$ cat src/rtl/decoder_pkg.sv
// decoder_pkg: shared select-width default and output-width derivation for the decoder family
package decoder_pkg;
    localparam int SEL_W_DEF = 3;
    function automatic int out_w(input int sel_w);
        return 1 << sel_w;
    endfunction
endpackage

$ cat src/rtl/decoder_core.sv
// decoder_core: combinational active-high one-hot decode of a, gated by en
module decoder_core
    import decoder_pkg::*;
#(
    parameter int SEL_W = SEL_W_DEF,
    localparam int OUT_W = out_w(SEL_W)
) (
    input  logic [SEL_W-1:0] a,
    input  logic             en,
    output logic [OUT_W-1:0] y_comb
);
    always_comb y_comb = en ? OUT_W'(1) << a : '0;
endmodule

$ cat src/rtl/decoder3_8.sv
// decoder3_8: registered one-hot decoder with selectable output polarity and a valid flag
module decoder3_8
    import decoder_pkg::*;
#(
    parameter int SEL_W = SEL_W_DEF,
    parameter bit ACTIVE_LOW = 1'b0,
    localparam int OUT_W = out_w(SEL_W)
) (
    input  logic             clk,
    input  logic             rst,
    input  logic             en,
    input  logic [SEL_W-1:0] a,
    output logic [OUT_W-1:0] y,
    output logic             y_vld
);
    if (SEL_W < 1 || SEL_W > 6) begin : g_bad_sel_w
        $error("decoder3_8: SEL_W=%0d outside 1..6", SEL_W);
    end
    localparam logic [OUT_W-1:0] POL = {OUT_W{ACTIVE_LOW}};
    logic [OUT_W-1:0] y_comb, y_d, y_q;
    logic             y_vld_d, y_vld_q;
    decoder_core #(.SEL_W(SEL_W)) u_core (
        .a      (a),
        .en     (en),
        .y_comb (y_comb)
    );
    always_comb begin
        y_d     = y_comb ^ POL;
        y_vld_d = en;
    end
    always_ff @(posedge clk) begin
        if (rst) begin
            y_q     <= POL;
            y_vld_q <= 1'b0;
        end else begin
            y_q     <= y_d;
            y_vld_q <= y_vld_d;
        end
    end
    assign y     = y_q;
    assign y_vld = y_vld_q;
    // active lines are exactly one-hot while valid, and all idle otherwise
    a_onehot_iff_vld: assert property (@(posedge clk) disable iff (rst)
        $onehot(y_q ^ POL) == y_vld_q);
endmodule

$ cat config.mk
export PLATFORM = sky130hd
export DESIGN_NAME = decoder3_8
export DESIGN_NICKNAME = d
export VERILOG_FILES = /design/src/rtl/decoder_pkg.sv /design/src/rtl/decoder_core.sv /design/src/rtl/decoder3_8.sv
export SDC_FILE = /design/constraint.sdc
export NUM_CORES = 1
export LEC_CHECK = 0
export CORE_AREA = 10 10 47 49
export CTS_CLUSTER_DIAMETER = 30
export CTS_CLUSTER_SIZE = 8
export DETAILED_ROUTE_END_ITERATION = 6
export DIE_AREA = 0 0 57 59
export PLACE_DENSITY = 0.48
export SETUP_SLACK_MARGIN = 0.02
export SYNTH_ARGS = -nofsm -noshare
export SYNTH_HDL_FRONTEND = slang
export SYNTH_SLANG_ARGS = --single-unit
$ cat constraint.sdc
create_clock -name clk -period 0.8 [get_ports clk]
set_input_delay 0.16 -clock clk [delete_from_list [all_inputs] [get_ports clk]]
set_output_delay 0.16 -clock clk [all_outputs]
set_load 0.01 [all_outputs]
== Word level (Yosys, flattened, before mapping) ==
Index checks and enable logic that the tools add are counted.

* Muxes and demuxes: 0
* Bitwise operators: 1
* Divide/modulo/power cells: 0
* $add $sub $neg: 0
* Equal/unequal tests: 0
* Multipliers: 0
* Shift-type cells: 1
* Reductions and logical operators: 1
* $lt $le $gt $ge: 0

{| class="wikitable"
|+ Operators with widths
! operator !! count
|-
| 1-bit by 3-bit left shift with 8-bit output (first input constant) || 1
|-
| 2-bit OR reduction || 1
|-
| 1-bit NOT || 1
|}

* Bits in latches: 0
* Bits of input ports: 6
* Word-level logic and storage cells: 5
* Memories kept: 0
* Memory bits (writable): 0
* Bits in read-only memories: 0
* Output and inout bits: 9
* Register bits: 9

== Longest topological paths before layout ==
Gate-level depths: netlist of the first run.

* Depth after elaboration: 2
* Depth in mapped cells: 2
* Mapped depth without buffers: 2

== Hierarchy ==
From an unflattened synthesis of the first run, not the netlist that was laid out.

* Cells, all modules: 26
* Area total of the unflattened synthesis: 331.6 sq um

{| class="wikitable"
|+ Modules (own cells, without submodules)
! module !! cells an instance !! instances !! seq. area each (sq um) !! area each (sq um)
|-
| decoder3_8 || 18 || 1 || 180.2 || 236.5
|-
| decoder_core || 8 || 1 || 0.0 || 95.1
|}

== Worst setup path before layout of the first run ==
OpenSTA, ideal clock, no wires.

* Kind: input -> register
* From: in a[2]
* To: reg y_q[0] (netlist: y[0])
* Buffers on the path: 0
* Path slack: 83 ps
* Required time: 727 ps
* Cell stages on the path: 2
* Data arrival time: 644 ps
* Cell sequence: or3b_4 nor3_2

* Cells in the longest elaborated chain, start to end: 1

{| class="wikitable"
|+ RTL lines
! element !! RTL line !! RTL
|-
| from (decl) || decoder3_8.sv:12 || <nowiki>input logic [SEL_W-1:0] a,</nowiki>
|-
| 1-bit by 3-bit left shift with 8-bit output || decoder_core.sv:12 || <nowiki>always_comb y_comb = en ? OUT_W'(1) << a : '0;</nowiki>
|-
| to (signal assigned) || decoder3_8.sv:36 || <nowiki>y_q <= y_d;</nowiki>
|-
| to (decl) || decoder3_8.sv:20 || <nowiki>logic [OUT_W-1:0] y_comb, y_d, y_q;</nowiki>
|}

Every way passes these cells.
A chain may end at the register's enable or synchronous reset.

== Final worst setup path of the first run ==
* From: reg y_q[2] (netlist: y[2])
* To: out y[2]

{| class="wikitable"
|+ RTL lines
! element !! RTL line !! RTL
|-
| to (decl) || decoder3_8.sv:13 || <nowiki>output logic [OUT_W-1:0] y,</nowiki>
|}

No word-level cell between the ends.

==> metrics.yaml, run 1 <==
outcome:
  status: "complete, but fails checks"
  failed_checks: "setup timing"
worst_hold_path:
  hp-class: "primary input to flop"
routing:
  ant_nets: 0
  wl_um: 584
  post_drt_wl_per_cell_um: 10.1
  first_pass_iters: 3
  vias_per_cell: 3.62
  drt_iter0_drc: 2
  drc: 0
  vias: 210
worst_setup_path:
  max_stage_delay_ps: 310
  arrival_ps: 680
  crit_slowest_cell: "dfxtp_1"
  crit_path_start_kind: "flop"
  cp_max_fo: 1
  path_class: "flop to primary output"
  worstSetupEndpointType: "primary output"
  critPathBufInv: 1
  critPathTopFamily: "flip-flops"
  crit_chain: "buf_2"
  cp.required_ps: 640
floorplan:
  die-area_sq_mm: 0.00336
  rows: 14
  die_y_um: 59
  start_util: 0.185
  die_w_um: 57
  io_pins: 15
  fp.coreArea_sq_mm: 0.00140
pwr:
  power_density_mw_per_mm2: 2030
  p_leak_nw: 0.210
  vdd_drop_max_mv: 0.557
sta:
  finalHoldViolCount: 0
  setup_ws_ps: -39.5
  tightestPinTransition_ps: 232
  maxSlewViolCount: 0
  rsz0062_at_grt: "true"
  max_freq_mhz: 1190
  hold_slack_ps: 213
  period_needed_ps: 840
  relSlewSlack: 0.845
  setup_viol: 9
  fin_setup_tns_ps: -305
  period_share: 1.05
finish:
  diodes: 0
  nFillCells: 152
  drive_gt1_frac: 0.381
  nNetsFinal: 49
  syn_to_final_growth_pct: 64.7
place:
  io_buffers: 14
  gp_congestion: 0.732
synth:
  synthDistinctLibCells: 9
  syn_area_sq_um: 259
  synth.most_common_cell: "dfxtp_1"
  ys_ff_latch: 9
  async_flop_share: 0
  yosysWarningCount: 0
  avgSynthCellArea_sq_um: 11.3
  netlist_top_cells_count: "9 x dfxtp_1, 6 x nor2_1, 2 x nand2b_1"
  yosysSeqAreaShare: 0.696
  synth_edf_count: 0
  synth_top_cell_by_area: "dfxtp_1"
  syn_nets: 29
  ys.flop_type: "dfxtp_1"
  yosys-top-cells-area: "dfxtp_1 70%, nor2_1 8.7%, nand2b_1 4.8%, or3b_4 4.3%, nor3_2 3.9%"
  yosysTopAreaCellShare: 0.696
  synth_cells: 23
clocking:
  cts_tree: "yes"
  cts_hold_buf: 0
  h-tree-depth: 1
  postCtsSetupRepairBufs: 0
  path_clk_slew_ps: 60
  cts_buffers: 3
  cts-root-buf: "clkbuf_4"
  clock_path_buffers: 2
  cts.sinks: 9
global_routing:
  overflow: 0
  grt_max_degree: 6
  grt_pass1_wl_um: 986
  antenna_found_initial: 0
  grt_pass1_vias: 250
  grtUsageTotal: 0.0390
run:
  drv_cap: 0
[kinds of logic (layout without fill, tap and decap cells)]
group	Yosys count	after routing	synth area share
buffers and inverters	0	19	0
DFF	9	9	0.696
and+or+nand+nor	14	14	0.304
[report_power, final]
group / switching (mW) / total, mW / internal (mW)
registers: 0.00189 / 0.459 / 0.458
clock network: 0.146 / 0.338 / 0.191
logic: 0.0329 / 0.0709 / 0.0380
total: 0.181 / 0.868 / 0.687
[registers in the layout, indices dropped and copies added (netlist names)]
name and flops:
y_vld 1, y 8
[layer usage]
metal  GRT usage  share of wire  up-vias
met3      0.0279           0.13        2
met4      0.0403          0.010        0
met5           0              0        -
met1      0.0359           0.44       86
met2      0.0543           0.42       10
li1            -              -      112
[layout by cell type (no fill, tap or decap)]
cell type        n
clkbuf_4         3
or3b_4           1
dfxtp_2          1
dfxtp_1          8
nor3_1           1
nor3_4           1
dlymetal6s2s_1   2
nor2_1           6
clkdlybuf4s15_1  3
nand3b_1         1
buf_2            8
nand2b_1         2
nand2_1          1
buf_4            1
buf_6            1
nor2b_1          1
clkbuf_1         1
[path summary, 6_finish.rpt]
kind	cells after the start	start	endpoint	slack, ps
worst max-delay path	1	y[2]$_SDFF_PP0_	y[2]	-40
worst min-delay path	2	a[1]	y[0]$_SDFF_PP0_	210
[per-stage QoR]
step / area, sq um / util / power, mW / instances / setup WS [ps]
detailed placement: 427 / 0.304 / 0.551 / 54 / -441
global placement: 427 / 0.304 / 0.549 / 54 / -431
CTS: 405 / 0.289 / 0.881 / 58 / -55.4
floorplan: 259 / - / 0.494 / 23 / 82.9
global route: 427 / 0.304 / 0.910 / 58 / -71.7
finish: 427 / 0.304 / 0.868 / 58 / -39.5
[area by class of cell]
type                       instances  area (sq um)  share of cell area
timing repair buffer              15           114               0.267
tap                               16          20.0              0.0469
sequential                         9           181               0.425
multi-input combinational         14          85.1               0.199
clock buffer                       4          26.3              0.0616
[timing repair]
| item | in CTS | in global routing |
|---|---|---|
| setup endpoints to repair | 17 | 14 |
| cloned | 0 | 0 |
| pin swaps | 2 | 2 |
| resized for setup | 40 | 7 |
(Power assumes the default switching activity.)
==> run 2: changes to the inputs <==
--- a/constraint.sdc
+++ b/constraint.sdc
@@ -3,2 +3,2 @@
 set_output_delay 0.16 -clock clk [all_outputs]
-set_load 0.01 [all_outputs]
+set_load 0.02 [all_outputs]
==> metrics.yaml, run 2 (synthesis results as in run 1) <==
pwr:
  power_density_mw_per_mm2: 1820  # -11%
  p_leak_nw: 0.219  # +4.6%
  vdd_drop_max_mv: 0.594  # +6.7%
  fin_total_pwr_mw: 0.886  # +2.0%
global_routing:
  grt_pass1_wl_um: 938  # -4.9%
  overflow: 0  # unchanged
  grt_max_degree: 6  # unchanged
  antenna_found_initial: 0  # unchanged
  grt_pass1_vias: 251  # +0.40%
  grtUsageTotal: 0.0368  # -0.00217
routing:
  post_drt_wl_per_cell_um: 9.95  # -1.2%
  wl_um: 577  # -1.2%
  ant_nets: 0  # unchanged
  wl_met1_um: 224  # -13%
  wl_met2_um: 249  # +1.6%
  vias_per_cell: 3.62  # unchanged
  first_pass_iters: 3  # unchanged
  top_layer: "met4"
  wl_met3_um: 97  # +33%
  drc: 0  # unchanged
  vias: 210  # unchanged
  drt_iter0_drc: 3  # +1
finish:
  nFillCells: 140  # -7.9%
  syn_to_final_growth_pct: 87.9
  nNetsFinal: 49  # unchanged
  diodes: 0  # unchanged
  drive_gt1_frac: 0.571  # +0.190
  largest_reg_flops: 8  # unchanged
  most-common-layout-cells: "9 x buf_6, 9 x dfxtp_2, 6 x nor2_1"
worst_hold_path:
  hp-class: "primary input to flop"
floorplan:
  io_pins: 15  # unchanged
  start_util: 0.185  # unchanged
  die-area_sq_mm: 0.00336  # unchanged
  die_w_um: 57  # unchanged
  fp.coreArea_sq_mm: 0.00140  # unchanged
  die_y_um: 59  # unchanged
  rows: 14  # unchanged
worst_setup_path:
  arrival_ps: 690  # about the same
  crit_path_start_kind: "flop"
  cp.required_ps: 640  # about the same
  cp_max_fo: 1  # unchanged
  crit_chain: "buf_6"
  critPathBufInv: 1  # unchanged
  path_class: "flop to primary output"
  crit_slowest_cell: "dfxtp_2"
  critPathTopFamily: "flip-flops"
  max_stage_delay_ps: 310  # about the same
  worstSetupEndpointType: "primary output"
sta:
  finalHoldViolCount: 0  # unchanged
  tightestPinTransition_ps: 234  # +2.03 ps
  maxSlewViolCount: 0  # unchanged
  period_share: 1.06  # +0.00810
  period_needed_ps: 846  # +6.48 ps
  max_freq_mhz: 1180  # -0.77%
  relSlewSlack: 0.843  # -0.00136
  setup_ws_ps: -46.0  # -6.48 ps
  rsz0062_at_grt: "true"
  setup_viol: 9  # unchanged
clocking:
  cts_hold_buf: 0  # unchanged
  path_clk_slew_ps: 60  # about the same
  clock_path_buffers: 2  # unchanged
  cts.sinks: 9  # unchanged
  cts_buffers: 3  # unchanged
  cts-root-buf: "clkbuf_4"
  cts_tree: "yes"
  h-tree-depth: 1  # unchanged
  postCtsSetupRepairBufs: 0  # unchanged
run:
  drv_cap: 0  # unchanged
outcome:
  status: "complete, but fails checks"
  failed_checks: "setup timing"
place:
  io_buffers: 14  # unchanged
  gp_congestion: 0.732  # unchanged
  preCtsSetupSlack_ps: -441  # unchanged
## run 2: cell counts in the layout (fill, tap and decap cells not counted)
No cell type changed its count.
## run 2: repair_timing
item	in CTS	in global routing
resized for setup	68	4
cloned	0	0
pin swaps	2	1
endpoints found under the setup margin	17	14
## run 2: final timing paths
path,from,to,slack (ps),cells after the start
max,y[2]$_SDFF_PP0_,y[2],-50,1
min,a[1],y[0]$_SDFF_PP0_,210,2
## run 2: routing by layer
layer,global-route usage,up-vias
li1,-,113
met5,0,-
met1,0.0299,85
met4,0.0403,0
met3,0.0322,2
met2,0.0512,10
## run 2: metrics by stage
stage                     TNS, ps  hold WS [ps]  utilization  std cells  cell area [sq um]
after floorplan                 0           229            -         23                259
after global placement      -5290           769        0.304         54                427
after detailed placement    -5440           778        0.304         54                427
after CTS                    -512           249        0.338         58                474
after global routing         -580           228        0.347         58                487
final                        -392           206        0.347         58                487
## run 2: report_power, final
part	switching, mW	total (mW)	internal, mW
Clock	0.144	0.335	0.191
Combinational	0.0398	0.0877	0.0479
Sequential	0.00380	0.463	0.459
Total	0.187	0.886	0.698
## run 2: cell type report
| cell class | instances | area (sq um) | share of cell area |
|---|---|---|---|
| sequential | 9 | 191 | 0.393 |
| timing repair buffer | 15 | 164 | 0.337 |
| multi-input combinational | 14 | 85.1 | 0.175 |
| clock buffer | 4 | 26.3 | 0.0540 |
| tap | 16 | 20.0 | 0.0411 |
